**config.mk**
```make
export PLATFORM = sky130hd
export DESIGN_NAME = mem_bridge
export DESIGN_NICKNAME = d
export VERILOG_FILES = /design/src/rtl/mem_bridge.sv
export SDC_FILE = /design/constraint.sdc
export NUM_CORES = 1
export LEC_CHECK = 0
export CAP_MARGIN = 5
export CORE_AREA = 2 2 243 245
export DETAILED_ROUTE_END_ITERATION = 6
export DIE_AREA = 0 0 245 247
export DONT_BUFFER_PORTS = 1
export PLACE_DENSITY_LB_ADDON = 0.15
export REMOVE_ABC_BUFFERS = 1
export SLEW_MARGIN = 15
export SYNTH_ARGS = -nofsm -noshare
export SYNTH_HDL_FRONTEND = slang
export SYNTH_SLANG_ARGS = --single-unit
```
**constraint.sdc**
```tcl
create_clock -name clock -period 16.4 [get_ports clock]
set_input_delay 2.46 -clock clock [delete_from_list [all_inputs] [get_ports clock]]
set_output_delay 2.46 -clock clock [all_outputs]
set_load 0.01 [all_outputs]
```
**src/rtl/mem_bridge.sv**
```systemverilog
// Single-port RAM bridge: arbitrates instruction fetch and load/store requests
// onto a RAMHelper-style word interface, one transaction at a time.
module mem_bridge #(
  parameter logic [63:0] BASE      = 64'h8000_0000,
  parameter logic [63:0] RAM_BYTES = 64'h0800_0000
) (
  input  logic        clock,
  input  logic        reset_n,
  input  logic        if_req_valid,
  output logic        if_req_ready,
  input  logic [63:0] if_req_addr,
  output logic        if_resp_valid,
  output logic [31:0] if_resp_inst,
  output logic        if_resp_err,
  input  logic        d_req_valid,
  output logic        d_req_ready,
  input  logic        d_req_we,
  input  logic [63:0] d_req_addr,
  input  logic [1:0]  d_req_size,
  input  logic [63:0] d_req_wdata,
  output logic        d_resp_valid,
  output logic [63:0] d_resp_rdata,
  output logic        d_resp_err,
  output logic        ram_ren,
  output logic [63:0] ram_ridx,
  input  logic [63:0] ram_rdata,
  output logic        ram_wen,
  output logic [63:0] ram_widx,
  output logic [63:0] ram_wdata,
  output logic [63:0] ram_wmask,
  output logic [1:0]  dbg_state
);

  typedef enum logic [1:0] {
    S_IDLE  = 2'd0,
    S_ISSUE = 2'd1,
    S_WAIT  = 2'd2,
    S_RESP  = 2'd3
  } state_t;

  state_t      r_state;
  state_t      w_next;
  logic        r_last_grant;  // 0 = fetch, 1 = data
  logic        r_side;
  logic        r_we;
  logic [1:0]  r_size;
  logic [2:0]  r_off;

  logic        w_grant_d;
  logic        w_accept;
  logic [63:0] w_sel_addr;
  logic [1:0]  w_sel_size;
  logic        w_sel_we;
  logic        w_in_range;
  logic        w_misaligned;
  logic        w_err;
  logic [2:0]  w_off;
  logic [63:0] w_idx;
  logic [7:0]  w_lane_base;
  logic [7:0]  w_lanes;
  logic [63:0] w_wmask;
  logic [63:0] w_wdata_sh;
  logic [63:0] w_rshift;
  logic [63:0] w_size_mask;
  logic [63:0] w_load_data;
  logic [31:0] w_inst;

  assign dbg_state = r_state;

  // Handshake: a request transfers on a rising edge where valid && ready.
  // Ready is only offered in IDLE and only toward the granted side.
  always_comb begin
    w_grant_d    = d_req_valid && (!if_req_valid || !r_last_grant);
    if_req_ready = (r_state == S_IDLE) && if_req_valid && !w_grant_d;
    d_req_ready  = (r_state == S_IDLE) && w_grant_d;
    w_accept     = if_req_ready || d_req_ready;
    w_sel_addr   = w_grant_d ? d_req_addr : if_req_addr;
    w_sel_size   = w_grant_d ? d_req_size : 2'd2;
    w_sel_we     = w_grant_d && d_req_we;
    w_in_range   = (w_sel_addr >= BASE) && ((w_sel_addr - BASE) < RAM_BYTES);
    case (w_sel_size)
      2'd0:    w_misaligned = 1'b0;
      2'd1:    w_misaligned = w_sel_addr[0];
      2'd2:    w_misaligned = |w_sel_addr[1:0];
      default: w_misaligned = |w_sel_addr[2:0];
    endcase
    w_err = w_misaligned || !w_in_range;
    w_off = w_sel_addr[2:0];
    w_idx = (w_sel_addr - BASE) >> 3;
  end

  // Store lane generation from the incoming request.
  always_comb begin
    case (w_sel_size)
      2'd0:    w_lane_base = 8'h01;
      2'd1:    w_lane_base = 8'h03;
      2'd2:    w_lane_base = 8'h0F;
      default: w_lane_base = 8'hFF;
    endcase
    w_lanes = w_lane_base << w_off;
    w_wmask = 64'h0;
    for (int i = 0; i < 8; i++) begin
      w_wmask[i*8 +: 8] = {8{w_lanes[i]}};
    end
    w_wdata_sh = d_req_wdata << {w_off, 3'b000};
  end

  // Read-data extraction uses the latched offset/size of the in-flight request.
  always_comb begin
    w_rshift = ram_rdata >> {r_off, 3'b000};
    case (r_size)
      2'd0:    w_size_mask = 64'h0000_0000_0000_00FF;
      2'd1:    w_size_mask = 64'h0000_0000_0000_FFFF;
      2'd2:    w_size_mask = 64'h0000_0000_FFFF_FFFF;
      default: w_size_mask = 64'hFFFF_FFFF_FFFF_FFFF;
    endcase
    w_load_data = w_rshift & w_size_mask;
    w_inst      = r_off[2] ? ram_rdata[63:32] : ram_rdata[31:0];
  end

  always_comb begin
    w_next = r_state;
    case (r_state)
      S_IDLE:  if (w_accept) w_next = w_err ? S_RESP : S_ISSUE;
      S_ISSUE: w_next = r_we ? S_RESP : S_WAIT;
      S_WAIT:  w_next = S_RESP;
      default: w_next = S_IDLE;
    endcase
  end

  always_ff @(posedge clock or negedge reset_n) begin
    if (!reset_n) begin
      r_state       <= S_IDLE;
      r_last_grant  <= 1'b0;
      r_side        <= 1'b0;
      r_we          <= 1'b0;
      r_size        <= 2'd0;
      r_off         <= 3'd0;
      ram_ren       <= 1'b0;
      ram_ridx      <= 64'h0;
      ram_wen       <= 1'b0;
      ram_widx      <= 64'h0;
      ram_wdata     <= 64'h0;
      ram_wmask     <= 64'h0;
      if_resp_valid <= 1'b0;
      if_resp_inst  <= 32'h0;
      if_resp_err   <= 1'b0;
      d_resp_valid  <= 1'b0;
      d_resp_rdata  <= 64'h0;
      d_resp_err    <= 1'b0;
    end else begin
      r_state       <= w_next;
      // Strobes and pulses are single-cycle; response data/err are held.
      ram_ren       <= 1'b0;
      ram_ridx      <= 64'h0;
      ram_wen       <= 1'b0;
      ram_widx      <= 64'h0;
      ram_wdata     <= 64'h0;
      ram_wmask     <= 64'h0;
      if_resp_valid <= 1'b0;
      d_resp_valid  <= 1'b0;
      case (r_state)
        S_IDLE: begin
          if (w_accept) begin
            r_side       <= w_grant_d;
            r_last_grant <= w_grant_d;
            r_we         <= w_sel_we;
            r_size       <= w_sel_size;
            r_off        <= w_off;
            if (w_err) begin
              if (w_grant_d) begin
                d_resp_valid <= 1'b1;
                d_resp_rdata <= 64'h0;
                d_resp_err   <= 1'b1;
              end else begin
                if_resp_valid <= 1'b1;
                if_resp_inst  <= 32'h0;
                if_resp_err   <= 1'b1;
              end
            end else if (w_sel_we) begin
              ram_wen   <= 1'b1;
              ram_widx  <= w_idx;
              ram_wdata <= w_wdata_sh;
              ram_wmask <= w_wmask;
            end else begin
              ram_ren  <= 1'b1;
              ram_ridx <= w_idx;
            end
          end
        end
        S_ISSUE: begin
          if (r_we) begin
            d_resp_valid <= 1'b1;
            d_resp_rdata <= 64'h0;
            d_resp_err   <= 1'b0;
          end
        end
        S_WAIT: begin
          if (r_side) begin
            d_resp_valid <= 1'b1;
            d_resp_rdata <= w_load_data;
            d_resp_err   <= 1'b0;
          end else begin
            if_resp_valid <= 1'b1;
            if_resp_inst  <= w_inst;
            if_resp_err   <= 1'b0;
          end
        end
        default: ;
      endcase
    end
  end

endmodule

```
# Yosys cells after proc, flatten, opt, wreduce, memory -nomap -nowiden
# Index checks and enable logic that the tools add are counted.
[classes] n_addsub=1 n_lt_le_gt_ge=2 n_eq_ne=13 shift=3 muxes=67 bitwise_logic=1 reduce_logical=23
[op_table] operator="2-to-1 mux 64 bit" n=14
[op_table] operator="2-to-1 mux 61 bit" n=8
[op_table] operator="case mux 64 bit (3 select lines)" n=2
[op_table] operator="2-to-1 mux 32 bit" n=5
[op_table] operator="AND 64 bit" n=1
[op_table] operator="greater-or-equal comparator 64 x 32 -> 1 bit, second input constant" n=1
[op_table] operator="< comparator 64 x 28 -> 1 bit, second input constant" n=1
[op_table] operator="case mux 32 bit (2 select lines)" n=1
[op_table] operator="<< shifter 64 x 6 -> 64 bit" n=1
[op_table] operator=">> shifter 64 x 6 -> 64 bit" n=1
[op_table] operator="subtractor 64 x 32 -> 64 bit, second input constant" n=1
[op_table] operator="2-to-1 mux 1 bit" n=27
[op_table] operator="case mux 8 bit (3 select lines)" n=1
[op_table] operator="!= test 2 bit, second input constant" n=7
[op_table] operator="case mux 1 bit (3 select lines)" n=3
[op_table] operator="<< shifter 8 x 3 -> 8 bit" n=1
[op_table] operator="equality test 2 x 1 -> 1 bit, second input constant" n=3
[op_table] operator="equality test 2 bit, second input constant" n=3
[op_table] operator="logical AND 1 bit" n=6
[op_table] operator="zero test 2 bit" n=3
[op_table] operator="2-to-1 mux 2 bit" n=3
[op_table] operator="case mux 2 bit (3 select lines)" n=1
[op_table] operator="AND reduction 6 bit" n=1
[op_table] operator="AND reduction 5 bit" n=1
[op_table] operator="other kinds (8)" n=14
[totals] register_bits=367 inputBits=263 output_inout_bits=362 wordCells=127

# Logic depth before layout (Yosys ltp)
[depth] ltp_word=12 ltp_mapped=20 mapped_depth_nobuf=12

# Worst setup path after synthesis
# Ideal clock, no wire load.
[synth_timing] kind="input -> register" start="in d_req_valid" end="reg d_resp_rdata[15]" setup_ns=0.128 arrival_time_ns=7.611 t_required_ns=16.272 slack_ns=8.662 stages=19 path_buffers=8 cell_sequence="a21bo_2 -> clkbuf_1 -> buf_2 -> buf_1 -> clkbuf_1 -> clkbuf_1 -> buf_1 -> mux2i_1 -> ha_1 -> o221ai_1 -> a221oi_2 -> and4_1 -> o21ai_0 -> a2111oi_4 -> a31oi_1 -> o21ai_1 -> buf_4 -> buf_4 -> mux2_1"
[synth_between] elab_chain_len=9 elab_cells_between_ends=23 classes_between="add/sub: 1; order compare: 2; eq/ne: 5; mux: 3; reduce/logical: 12"
[synth_rtl] element="start, declared" line="15" rtl="input logic d_req_valid,"
[synth_rtl] element="logical AND 1 bit *" line="73" rtl="w_grant_d = d_req_valid && (!if_req_valid || !r_last_grant);"
[synth_rtl] element="2-to-1 mux 64 bit" line="77" rtl="w_sel_addr = w_grant_d ? d_req_addr : if_req_addr;"
[synth_rtl] element="subtractor 64 x 32 -> 64 bit" line="80" rtl="w_in_range = (w_sel_addr >= BASE) && ((w_sel_addr - BASE) < RAM_BYTES);"
[synth_rtl] element="< comparator 64 x 28 -> 1 bit" line="80"
[synth_rtl] element="logical AND 1 bit" line="80"
[synth_rtl] element="zero test 1 bit" line="87" rtl="w_err = w_misaligned || !w_in_range;"
[synth_rtl] element="logical OR 1 bit" line="87"
[synth_rtl] element="!= test 2 bit (no source line)"
[synth_rtl] element="AND reduction 6 bit (no source line) *"
[synth_rtl] element="end signal, assigned" line="201" rtl="d_resp_rdata <= w_load_data;"
[synth_rtl] element="end, declared" line="22" rtl="output logic [63:0] d_resp_rdata,"
# Every way passes the cells marked *; elsewhere a longest branch is shown, timed or not.
# A chain may end at the register's enable or synchronous reset.

# Final worst setup path
[layout_timing] start="in d_req_valid" end="reg d_resp_rdata[9]"
# The elaborated chain is that of the path after synthesis.

==> qor.txt <==
status = finished clean
Syn-to-layout area delta = 12.5%
Async SR Flop Fraction = 100%
Longest Clk Path Bufs = 3
commonest non-fill, non-tap cells in the layout = dfrtp_1 (302), mux2i_1 (194), nor2_1 (186)
CP Buf/Inv Count = 2
Initial DRC Count = 665
fmax = 147 MHz
unrepaired setup endpoints after global routing = no
TritonRoute pass-1 iters = 5
worst skew pair latency = 0.55 ns
EDFF count, synth = 0
DP HPWL = 41,600 um
critical path's top delay family = compound AO/OA/AOI/OAI gates
crit share post-route = 41.4%
layout cell share with drive strength beyond 1 = 9.61%
worst rel slew slack = 28.1%
Chip Height = 247 um
met2 GRT Util = 30.8%
worst-margin pin slew = 1.08 ns
Syn Std Cell Area = 15,900 um2
min cycle time layout = 6.78 ns
htree depth = 2
commonest non-fill, non-tap cell in the layout = dfrtp_1
CTS Hold Bufs = 0
Remaining Overflow, GRT = 0
Area contributors post-synth = dfrtp_1 (48%), mux2i_1 (12%), nor2_1 (4.4%)
Initial Utilization = 27.2%
Worst Path Arrival = 7.21 ns
Req. time, crit path = 16.82 ns
Power Density = 154 nW/um2
cell count after synthesis = 1,554
register area share after synthesis = 48.1%
min-delay worst type = register to register
Startpoint Class = primary input
global-route usage over all layers = 18.6%
Placed Cells = 2,265
CTS tree = yes
max-slew violations = 0
Avg Inst Size Synth = 10.2 um2
CP most frequent cell = buf_4
area leader, netlist = dfrtp_1
clk_skew = 0.0261 ns
YS warnings = 0
Crit Path Class = primary input to register
Die X = 245 um
Peak supply drop = 0.0920 mV
number of vias per cell = 5.05
Netlist cell types = 66
CP max FO = 65
CP peak stage delay = 0.71 ns
initial antenna violation count = 1
die area = 60,500 um2
ant diodes = 0
synthesis-stage register bit count = 305
largest net degree at the start of global routing = 306
Nets = 1,802
CP endpoint kind = register
cts bufs inserted = 39
setup repair bufs after CTS = 0
met3 Use GR = 7.54%
Critical-path top delay cell = buf_4
final setup fails = 0
Clock Tree Root = clkbuf_16
max cap viols = 0
critical path, cell by cell = a21boi_4 > buf_4 > mux2i_1 > ha_1 > o221ai_1 > a221oi_2 > nand3_1 > xor2_1 > nor4_1 > a31oi_1 > o21ai_4 > buf_4 > mux2_2
first-pass GRT wire length = 84,000 um
GPL Wtd Cong = 0.860
number of global-route vias before repair = 11,800
Synth top area share = 48.1%
top-level I/O count = 625
final core utilization = 30.6%
final setup TNS = 0 ns
Via Count = 11,800
DRC errors left = 0
Cell Rows = 89
final WL = 58,500 um
core footprint = 58,200 um2
fin cells = 2,334
CTS Sinks = 305
Port-buffer cells = 0
Reg clk slew, reported paths = 0.06 ns
GRT busiest layer = met2
Final Hold Vio Count = 0
ANT nets after route = 0
Resize count post-CTS = 0
main flop type after synthesis = dfrtp_1
Avg WL per Cell = 25.1 um
global-route met1 utilization = 22.6%
Pleak = 0.00838 uW
==> worst reg2reg max path, delay by kind of cell (launching register included) <==
| kind | cells | cell delay [ns] |
|---|---|---|
| compound gates | 5 | 1.54 |
| xor+xnor | 1 | 0.21 |
| fa+ha+maj | 1 | 0.29 |
| buf+inv | 2 | 1.16 |
| flops | 1 | 0.49 |
| mux | 2 | 0.80 |
| simple gates | 2 | 0.81 |
==> worst paths after layout <==
path                                                    end                  start  slack [ns]  cells after the start
min in group asynchronous            ram_widx[53]$_DFF_PN0_                reset_n        1.61                      0
worst max-delay path            d_resp_rdata[9]$_DFFE_PN0P_            d_req_valid        9.62                     13
worst min-delay path                  r_size[0]$_DFFE_PN0P_  r_size[0]$_DFFE_PN0P_        0.54                      1
max in group asynchronous           ram_wdata[45]$_DFF_PN0_                reset_n       14.47                      0
worst min register to register        r_size[0]$_DFFE_PN0P_  r_size[0]$_DFFE_PN0P_        0.54                      1
worst max register to register  d_resp_rdata[9]$_DFFE_PN0P_     r_side$_DFFE_PN0P_       11.00                     13
==> state kept, by name, summed over array words and instances, names as in the netlist <==
name and flops:
d_resp_rdata 64, ram_wdata 64, ram_ridx 61, ram_widx 61, if_resp_inst 32, ram_wmask 8
r_off 3, dbg_state 2, r_size 2, d_resp_err 1, d_resp_valid 1, if_resp_err 1
if_resp_valid 1, r_side 1, r_we 1, ram_ren 1, ram_wen 1
==> where the power goes <==
group | switching (uW) | internal, uW
logic | 490 | 343
registers | 142 | 845
clock network | 349 | 575
==> area by class of cell <==
class,instances,area (um2)
clock inverters,14,225
inverters,21,78.8
well taps,773,967
multi-input cells,1147,7630
repair buffers,19,143
clock buffers,55,1170
fillers,6076,40400
flip-flops and latches,305,7640
==> stage by stage <==
step | setup slack [ns] | power, uW | hold WS [ns] | cell area [um2]
finish | 9.62 | 2740 | 0.537 | 17800
CTS | 9.75 | 2800 | 0.533 | 17800
global route | 9.38 | 2920 | 0.576 | 17800
global placement | 9.15 | 1840 | 0.521 | 16500
detailed placement | 9.14 | 1850 | 0.521 | 16500
floorplan | 3.38 | 1610 | 0.490 | 15300
==> kinds of logic (layout without fill, tap and decap cells) <==
family                   count (synthesis)  count (layout)  share of synthesized area [%]
AND/OR/NAND/NOR                        520             520                           15.3
flip-flops                             305             305                           48.1
multiplexers                           287             287                           20.0
AO/OA/AOI/OAI                          242             242                           9.37
buffers and inverters                  181             109                           6.09
XOR/XNOR                                12              12                          0.663
adder cells (fa/ha/maj)                  6               6                          0.473
other                                    1              80                         0.0236
==> cells in the mapped netlist, types with 19 or more instances <==
master	n
and3_1	21
nor2_1	186
dfrtp_1	305
clkbuf_1	69
o21ai_0	63
nand3_1	24
nand4_1	19
buf_4	68
mux2i_1	196
mux2_2	29
a21oi_1	89
nor3_1	45
nand2_1	137
inv_1	21
mux2_1	46
==> metal layers <==
layer	routed length, um	up-vias	part of all wire [%]
li1	-	5325	-
met1	23500	5888	40
met2	28000	513	48
met3	5950	64	10
met4	1050	0	1.8
met5	0	-	0
No activity file was read; power rests on OpenSTA's default activity.
